`src/rtl/pipeline_stage_skid_pkg.sv`:
```
// Shared definitions for the elastic pipeline stage: state encoding and default widths.
// The state is a pure function of the two entry valid bits, so it is decoded rather than stored.
package pipeline_stage_skid_pkg;

    typedef enum logic [1:0] {
        ST_EMPTY = 2'b00,
        ST_BUSY  = 2'b01,
        ST_FULL  = 2'b11
    } stage_state_e;

    localparam int DEF_DATA_W = 32;
    localparam int DEF_CTRL_W = 11;
    localparam int DEF_CNT_W  = 16;

    // A skid entry can only exist behind a main entry, so skid_v alone implies FULL.
    function automatic stage_state_e decode_state(input logic main_v, input logic skid_v);
        if (skid_v) begin
            return ST_FULL;
        end
        if (main_v) begin
            return ST_BUSY;
        end
        return ST_EMPTY;
    endfunction

endpackage

```
`src/rtl/pipeline_stage_skid_if.sv`:
```
// Valid/ready stage link: data and ctrl move when valid and ready are both high on a rising
// clock edge; valid must not depend combinationally on ready, and ready is registered here.
interface pipeline_stage_skid_if
    import pipeline_stage_skid_pkg::*;
#(
    parameter int DATA_W = DEF_DATA_W,
    parameter int CTRL_W = DEF_CTRL_W
);
    logic              valid;
    logic              ready;
    logic [DATA_W-1:0] data;
    logic [CTRL_W-1:0] ctrl;

    modport master (output valid, output data, output ctrl, input  ready);
    modport slave  (input  valid, input  data, input  ctrl, output ready);
endinterface

```
`src/rtl/pipeline_stage_skid_entry_reg.sv`:
```
// One pipeline entry {valid, ctrl, data}: load and clear enables, clear wins, async reset to zero.
module pipe_entry_reg #(
    parameter int W = 44
) (
    input  logic         clk_i,
    input  logic         rst_i,
    input  logic         load_i,
    input  logic         clear_i,
    input  logic [W-1:0] d_i,
    output logic [W-1:0] q_o
);
    logic [W-1:0] q_q;
    logic [W-1:0] q_d;

    always_comb begin
        q_d = q_q;
        if (clear_i) begin
            q_d = '0;
        end else if (load_i) begin
            q_d = d_i;
        end
    end

    always_ff @(posedge clk_i or posedge rst_i) begin
        if (rst_i) begin
            q_q <= '0;
        end else begin
            q_q <= q_d;
        end
    end

    assign q_o = q_q;
endmodule

```
`src/rtl/pipeline_stage_skid.sv`:
```
// Elastic pipeline register with a main + skid entry, registered upstream ready, global hold,
// synchronous flush with bubble insertion and a saturating stall-cycle counter.
module pipeline_stage_skid
    import pipeline_stage_skid_pkg::*;
#(
    parameter int DATA_W = DEF_DATA_W,
    parameter int CTRL_W = DEF_CTRL_W,
    parameter int CNT_W  = DEF_CNT_W
) (
    input  logic                  clk_i,
    input  logic                  rst_i,
    input  logic                  busy_wait_i,
    input  logic                  flush_i,
    pipeline_stage_skid_if.slave  up_if,
    pipeline_stage_skid_if.master dn_if,
    output logic [CNT_W-1:0]      stall_count_o,
    output stage_state_e          state_o
);
    localparam int ENT_W = DATA_W + CTRL_W + 1;
    localparam logic [CNT_W-1:0] CNT_ONE = CNT_W'(1);
    localparam logic [CNT_W-1:0] CNT_MAX = '1;

    logic [ENT_W-1:0] main_q;
    logic [ENT_W-1:0] skid_q;
    logic [ENT_W-1:0] in_ent;
    logic [ENT_W-1:0] main_d;

    logic main_load, main_clear, skid_load, skid_clear, main_from_skid;
    logic main_v, skid_v;
    logic hold, acc, pop, stall;
    logic in_ready_q, in_ready_d;
    logic [CNT_W-1:0] cnt_q, cnt_d;
    stage_state_e state, state_d;

    assign in_ent = {1'b1, up_if.ctrl, up_if.data};
    assign main_v = main_q[ENT_W-1];
    assign skid_v = skid_q[ENT_W-1];
    assign state  = decode_state(main_v, skid_v);

    assign hold = busy_wait_i;
    assign acc  = up_if.valid & in_ready_q & ~hold & ~flush_i;
    assign pop  = main_v & dn_if.ready & ~hold & ~flush_i;

    // Flush is evaluated ahead of the state decode so it also overrides a hold.
    always_comb begin
        state_d        = state;
        main_load      = 1'b0;
        main_clear     = 1'b0;
        skid_load      = 1'b0;
        skid_clear     = 1'b0;
        main_from_skid = 1'b0;
        if (flush_i) begin
            main_clear = 1'b1;
            skid_clear = 1'b1;
            state_d    = ST_EMPTY;
        end else begin
            case (state)
                ST_EMPTY: begin
                    if (acc) begin
                        main_load = 1'b1;
                        state_d   = ST_BUSY;
                    end
                end
                ST_BUSY: begin
                    if (acc && pop) begin
                        main_load = 1'b1;
                    end else if (acc) begin
                        skid_load = 1'b1;
                        state_d   = ST_FULL;
                    end else if (pop) begin
                        main_clear = 1'b1;
                        state_d    = ST_EMPTY;
                    end
                end
                ST_FULL: begin
                    if (pop) begin
                        main_load      = 1'b1;
                        main_from_skid = 1'b1;
                        skid_clear     = 1'b1;
                        state_d        = ST_BUSY;
                    end
                end
                default: begin
                    main_clear = 1'b1;
                    skid_clear = 1'b1;
                    state_d    = ST_EMPTY;
                end
            endcase
        end
        in_ready_d = (state_d != ST_FULL);
    end

    assign main_d = main_from_skid ? skid_q : in_ent;

    pipe_entry_reg #(.W(ENT_W)) u_main (
        .clk_i   (clk_i),
        .rst_i   (rst_i),
        .load_i  (main_load),
        .clear_i (main_clear),
        .d_i     (main_d),
        .q_o     (main_q)
    );

    pipe_entry_reg #(.W(ENT_W)) u_skid (
        .clk_i   (clk_i),
        .rst_i   (rst_i),
        .load_i  (skid_load),
        .clear_i (skid_clear),
        .d_i     (in_ent),
        .q_o     (skid_q)
    );

    assign stall = (main_v & ~dn_if.ready) | busy_wait_i;
    assign cnt_d = (stall && (cnt_q != CNT_MAX)) ? cnt_q + CNT_ONE : cnt_q;

    always_ff @(posedge clk_i or posedge rst_i) begin
        if (rst_i) begin
            in_ready_q <= 1'b1;
            cnt_q      <= '0;
        end else begin
            in_ready_q <= in_ready_d;
            cnt_q      <= cnt_d;
        end
    end

    assign up_if.ready   = in_ready_q;
    assign dn_if.valid   = main_v;
    assign dn_if.data    = main_q[DATA_W-1:0];
    assign dn_if.ctrl    = main_v ? main_q[DATA_W +: CTRL_W] : '0;
    assign stall_count_o = cnt_q;
    assign state_o       = state;
endmodule

```
`src/flat_wrapper.sv`:
```
// flat-port wrapper written by rule: the top's interface ports become plain ports
module pipeline_stage_skid_flat import pipeline_stage_skid_pkg::*;
#(
    parameter int DATA_W = DEF_DATA_W,
    parameter int CTRL_W = DEF_CTRL_W,
    parameter int CNT_W  = DEF_CNT_W
)
  (clk_i, rst_i, busy_wait_i, flush_i, stall_count_o, state_o, up_if_valid, up_if_data, up_if_ctrl, up_if_ready, dn_if_valid, dn_if_data, dn_if_ctrl, dn_if_ready);
  pipeline_stage_skid_if #(.DATA_W(DATA_W), .CTRL_W(CTRL_W)) up_if_i ();
  pipeline_stage_skid_if #(.DATA_W(DATA_W), .CTRL_W(CTRL_W)) dn_if_i ();
  input  logic clk_i;
  input  logic rst_i;
  input  logic busy_wait_i;
  input  logic flush_i;
  output logic [CNT_W-1:0] stall_count_o;
  output stage_state_e state_o;
  input wire logic [$bits(up_if_i.valid)-1:0] up_if_valid;
  input wire logic [$bits(up_if_i.data)-1:0] up_if_data;
  input wire logic [$bits(up_if_i.ctrl)-1:0] up_if_ctrl;
  output wire logic [$bits(up_if_i.ready)-1:0] up_if_ready;
  output wire logic [$bits(dn_if_i.valid)-1:0] dn_if_valid;
  output wire logic [$bits(dn_if_i.data)-1:0] dn_if_data;
  output wire logic [$bits(dn_if_i.ctrl)-1:0] dn_if_ctrl;
  input wire logic [$bits(dn_if_i.ready)-1:0] dn_if_ready;
  assign up_if_i.valid = up_if_valid;
  assign up_if_i.data = up_if_data;
  assign up_if_i.ctrl = up_if_ctrl;
  assign up_if_ready = up_if_i.ready;
  assign dn_if_valid = dn_if_i.valid;
  assign dn_if_data = dn_if_i.data;
  assign dn_if_ctrl = dn_if_i.ctrl;
  assign dn_if_i.ready = dn_if_ready;
  pipeline_stage_skid #(.DATA_W(DATA_W), .CTRL_W(CTRL_W), .CNT_W(CNT_W)) u_core (.clk_i(clk_i), .rst_i(rst_i), .busy_wait_i(busy_wait_i), .flush_i(flush_i), .up_if(up_if_i), .dn_if(dn_if_i), .stall_count_o(stall_count_o), .state_o(state_o));
endmodule
```
`config.mk`:
```
export PLATFORM = sky130hd
export DESIGN_NAME = pipeline_stage_skid_flat
export DESIGN_NICKNAME = d
export VERILOG_FILES = /design/src/rtl/pipeline_stage_skid_pkg.sv /design/src/rtl/pipeline_stage_skid_if.sv /design/src/rtl/pipeline_stage_skid_entry_reg.sv /design/src/rtl/pipeline_stage_skid.sv /design/src/flat_wrapper.sv
export SDC_FILE = /design/constraint.sdc
export NUM_CORES = 1
export LEC_CHECK = 0
export ABC_CLOCK_PERIOD_IN_PS = 3310
export CAP_MARGIN = 20
export CORE_UTILIZATION = 46
export DETAILED_ROUTE_END_ITERATION = 8
export PLACE_DENSITY = 0.8
export SKIP_CTS_REPAIR_TIMING = 1
export SYNTH_ARGS = -nofsm -noshare
export SYNTH_HDL_FRONTEND = slang
export SYNTH_SLANG_ARGS = --single-unit
```
`constraint.sdc`:
```
create_clock -name clk_i -period 3.31 [get_ports clk_i]
set_input_delay 0.662 -clock clk_i [delete_from_list [all_inputs] [get_ports clk_i]]
set_output_delay 0.662 -clock clk_i [all_outputs]
set_load 0.05 [all_outputs]
```
==> impl_summary.md <==
Setup path
The worst setup path is captured at a primary output. Along the worst path, the maximum fanout reaches 19. The worst setup path is of the register to primary output kind. For the worst setup path, the data required time is between 2 and 3 ns. The arrival time reported for the critical path endpoint is roughly 2.1 ns. The launching element type of the critical path is a register.

Timing
Setup repair after global routing left no endpoint under its margin. The achievable frequency is 360.3 MHz. The worst hold slack after final layout is roughly 0.49 ns. Measured against its own limit, the worst slew margin works out to 0.4552. The final period demand of the worst path is between 2 and 3 ns. The transition time of the tightest slew-check pin is approximately 0.81 ns. The number of failing setup endpoints in the final timing report is 0.

The number of max-slew violations in the final report is 0. In the finished design, the share of the clock period the worst path needs comes to 0.8386. The maximum clock skew at final layout is 0.009301 ns. The hold violation count in the final report was 0. The final sum of negative setup slack is 0 ns.

Die
The floorplan step set the die height to around 110 µm. The total area inside the core boundary comes to around 0.011 mm². The die covers approximately 0.012 mm².

The starting density of the core is 0.4724. From left edge to right edge, the die measures roughly 110 µm. 112 I/O pins were placed. The floorplan has 38 rows.

Drt
The post-route DRC violation count is 0. The total wire length is about 11 mm. The average routed wire per standard cell is between 15 and 20 µm. The first-iteration detailed-routing DRC count is 158.

The total number of vias is 3,345. The mean number of vias per cell is between 5 and 6. The post-route antenna net violation count is 0. The number of optimization iterations in the first detailed-route pass is 6.

Logic synthesis
For this run, the leading register cell type out of synthesis is sky130_fd_sc_hd__dfrtp_1. The gate count of the mapped netlist is ~380. The total number of yosys warnings is 0. By area, the combinational part of the netlist is dominated by compound AO/OA/AOI/OAI gates.

The number of enable-type register cells in the synthesized netlist is 0. The synthesized area per cell is approximately 14 µm². Yosys attributes the largest share of cell area to sky130_fd_sc_hd__dfrtp_1, sky130_fd_sc_hd__o2bb2ai_2, sky130_fd_sc_hd__mux2i_1.

The share of the synthesized area in compound gates (AO/OA/AOI/OAI) was 0.2097. The multiplexer share of the synthesized area is 0.08587. Of the total synthesized cell area, the portion taken by AND, OR, NAND and NOR gates is 0.06933.

The number of different library cells in the post-synthesis netlist is 42. In this run the cell area of the synthesized design comes to ~0.0051 mm². Of all flip-flops after synthesis, the portion carrying an async set or reset was 1.000.

The library cell with the largest summed area after synthesis is sky130_fd_sc_hd__dfrtp_1. The XOR/XNOR share of the synthesized area is 0.02554. The register area share after synthesis is 0.5111. The register bit count reported by yosys is 105.

The portion of synthesized cell area occupied by the leading cell type is 0.5060. Of the total synthesized cell area, the portion taken by full adders, half adders and majority gates is 0.002432. sky130_fd_sc_hd__dfrtp_1 is the most common cell in the netlist. The commonest cells after synthesis are sky130_fd_sc_hd__dfrtp_1, sky130_fd_sc_hd__a22o_1, sky130_fd_sc_hd__mux2i_1. Synthesis produced a netlist with a net count of 429.

Layout
Once layout is complete, the utilization of the core stands at 0.5755. In the final layout, the multi-input gates occupy about 0.0020 mm². The diode insertion count for antenna repair is 0.

The sequential cell area is 0.002629 mm². The final cell count without fillers is 596. The proportion of layout cells with a drive suffix above 1 is 0.1689.

Compared with the post-synthesis result, the final layout area differs by 21.82%. After the last flow step, the layout net total stands at 501. The number of inserted filler cells in the final layout is 937.

Hold path
The class of the tightest hold or removal check is register to register.

Global routing
The met3 layer usage reported by global route is 0.04843. In the global route stage, overall resource usage came out at 0.1990. The met1 global-route usage is 0.2705. After global routing, the most crowded layer is met2. The largest net degree at the start of global routing is around 110.

The total overflow left after global routing is 0. For this run, global-route usage on met2 was measured as 0.3233. The first global-routing pass estimated around 18 mm of wire.

The via count of the first global-routing pass was around 3,500. The initial antenna violation count is 0.

Power
Of the total power, the share spent switching nets is 0.3487. For this design the total switching power over the nets is ~0.0010 W. The leakage power total is approximately 2.6 nW.

For this design the ratio of total power to cell area is 473.9 mW/mm². Of the total power, the clock network draws 0.248. The power share of the sequential group is 0.498. The worst IR drop on VDD is roughly 0.65 mV. The internal cell power is 0.001934 W. Of the total power, combinational logic draws 0.253.

Clock tree
The number of buffers between clock root and the deepest sink is 2. After clock tree synthesis, the clock-pin slew on the worst setup and hold paths is 0.10 ns. The clock drives roughly 110 sinks.

Clock latency on the worst-skew pair, taken at its later pin, is about 0.36 ns. The CTS buffer count is 9. The H-tree generated during clock tree synthesis spans 3 levels. The tree is rooted in a sky130_fd_sc_hd__clkbuf_8. The TritonCTS clock tree is yes.

Place
The count of port buffers added during placement is about 110. The number of cells after detailed placement is 580. The HPWL after detailed placement is 6.967 mm.

The congestion estimate from routability-driven global placement came to about 0.76.

Run
The max-capacitance violation count is 0.

Status
The run finished with clean final reports.
## cell usage in the layout (no fill, tap or decap), drive strengths merged, types with 3 or more instances in the layout
master         count
nand3              3
nor3               5
inv                4
nand2              8
clkdlybuf4s50    111
clkbuf             9
dfrtp            104
nor3b              3
mux2i             43
and3               3
xor2              15
nand4              5
o2bb2ai           43
clkinv             5
a22o              43
buf                9
nor2               5
nor4               6
and2              11
## through the flow
step	worst slack (ns)	instance area [µm²]	power [W]
CTS	0.4823	6266	0.003006
finish	0.5342	6266	0.002969
global route	0.3888	6266	0.003115
detailed placement	0.4681	6088	0.002259
global placement	0.5080	6088	0.002248
floorplan	1.253	5147	0.002007
## final cells by class
cell class	count	share of cell area
Sequential cell	105	0.4195
Multi-Input combinational cell	212	0.3257
Clock buffer	9	0.01977
Inverter	3	0.002396
Timing Repair Buffer	120	0.1961
Tap cell	140	0.02796
Clock inverter	7	0.008586
## metal layers
layer	vias up	routed length (µm)
li1	1524	-
met1	1727	4916
met2	90	5404
met3	4	514
met4	0	61
met5	-	0
## power groups by stage
stage / Sequential, W / Combinational, W / Clock, W
floorplan: 0.00166 / 0.000348 / 0
global placement: 0.00150 / 0.000749 / 0
detailed placement: 0.00150 / 0.000758 / 0
CTS: 0.00148 / 0.000761 / 0.000766
global route: 0.00149 / 0.000797 / 0.000823
finish: 0.00148 / 0.000752 / 0.000738
## critical path: stages, from the launching register on
cell,delay (ns)
sky130_fd_sc_hd__dfrtp_1,0.71
sky130_fd_sc_hd__and2_2,0.25
sky130_fd_sc_hd__clkdlybuf4s50_1,0.79
## final timing paths
kind | from | cells past startpoint | slack, ns | end
max reg2reg | u_core.u_main.q_o[43]$_DFFE_PP0P_ | 4 | 1.04 | u_core.u_main.q_o[41]$_DFFE_PP0P_
min reg2reg | u_core.stall_count_o[15]$_DFFE_PP0P_ | 1 | 0.49 | u_core.stall_count_o[15]$_DFFE_PP0P_
max in group asynchronous | rst_i | 3 | 2.06 | u_core.u_skid.q_o[41]$_DFFE_PP0P_
min in group asynchronous | rst_i | 3 | 0.79 | u_core.u_main.q_o[37]$_DFFE_PP0P_
min | u_core.stall_count_o[15]$_DFFE_PP0P_ | 1 | 0.49 | u_core.stall_count_o[15]$_DFFE_PP0P_
max | u_core.u_main.q_o[43]$_DFFE_PP0P_ | 2 | 0.53 | dn_if_ctrl[10]
## sequential cells by signal (all words and copies together), names as in the netlist
name and flops:
u_core.stall_count_o 16, u_core.u_skid.q_o 44, u_core.up_if.ready 1, u_core.u_main.q_o 44
## cells by family (layout without fill, tap and decap cells)
group / after synthesis / in the layout
flip-flops: 105 / 105
AO/OA/AOI/OAI: 96 / 96
buffers and inverters: 62 / 139
AND/OR/NAND/NOR: 56 / 56
multiplexers: 44 / 44
XOR/XNOR: 15 / 15
adder cells (fa/ha/maj): 1 / 1
(Power assumes the default switching activity.)
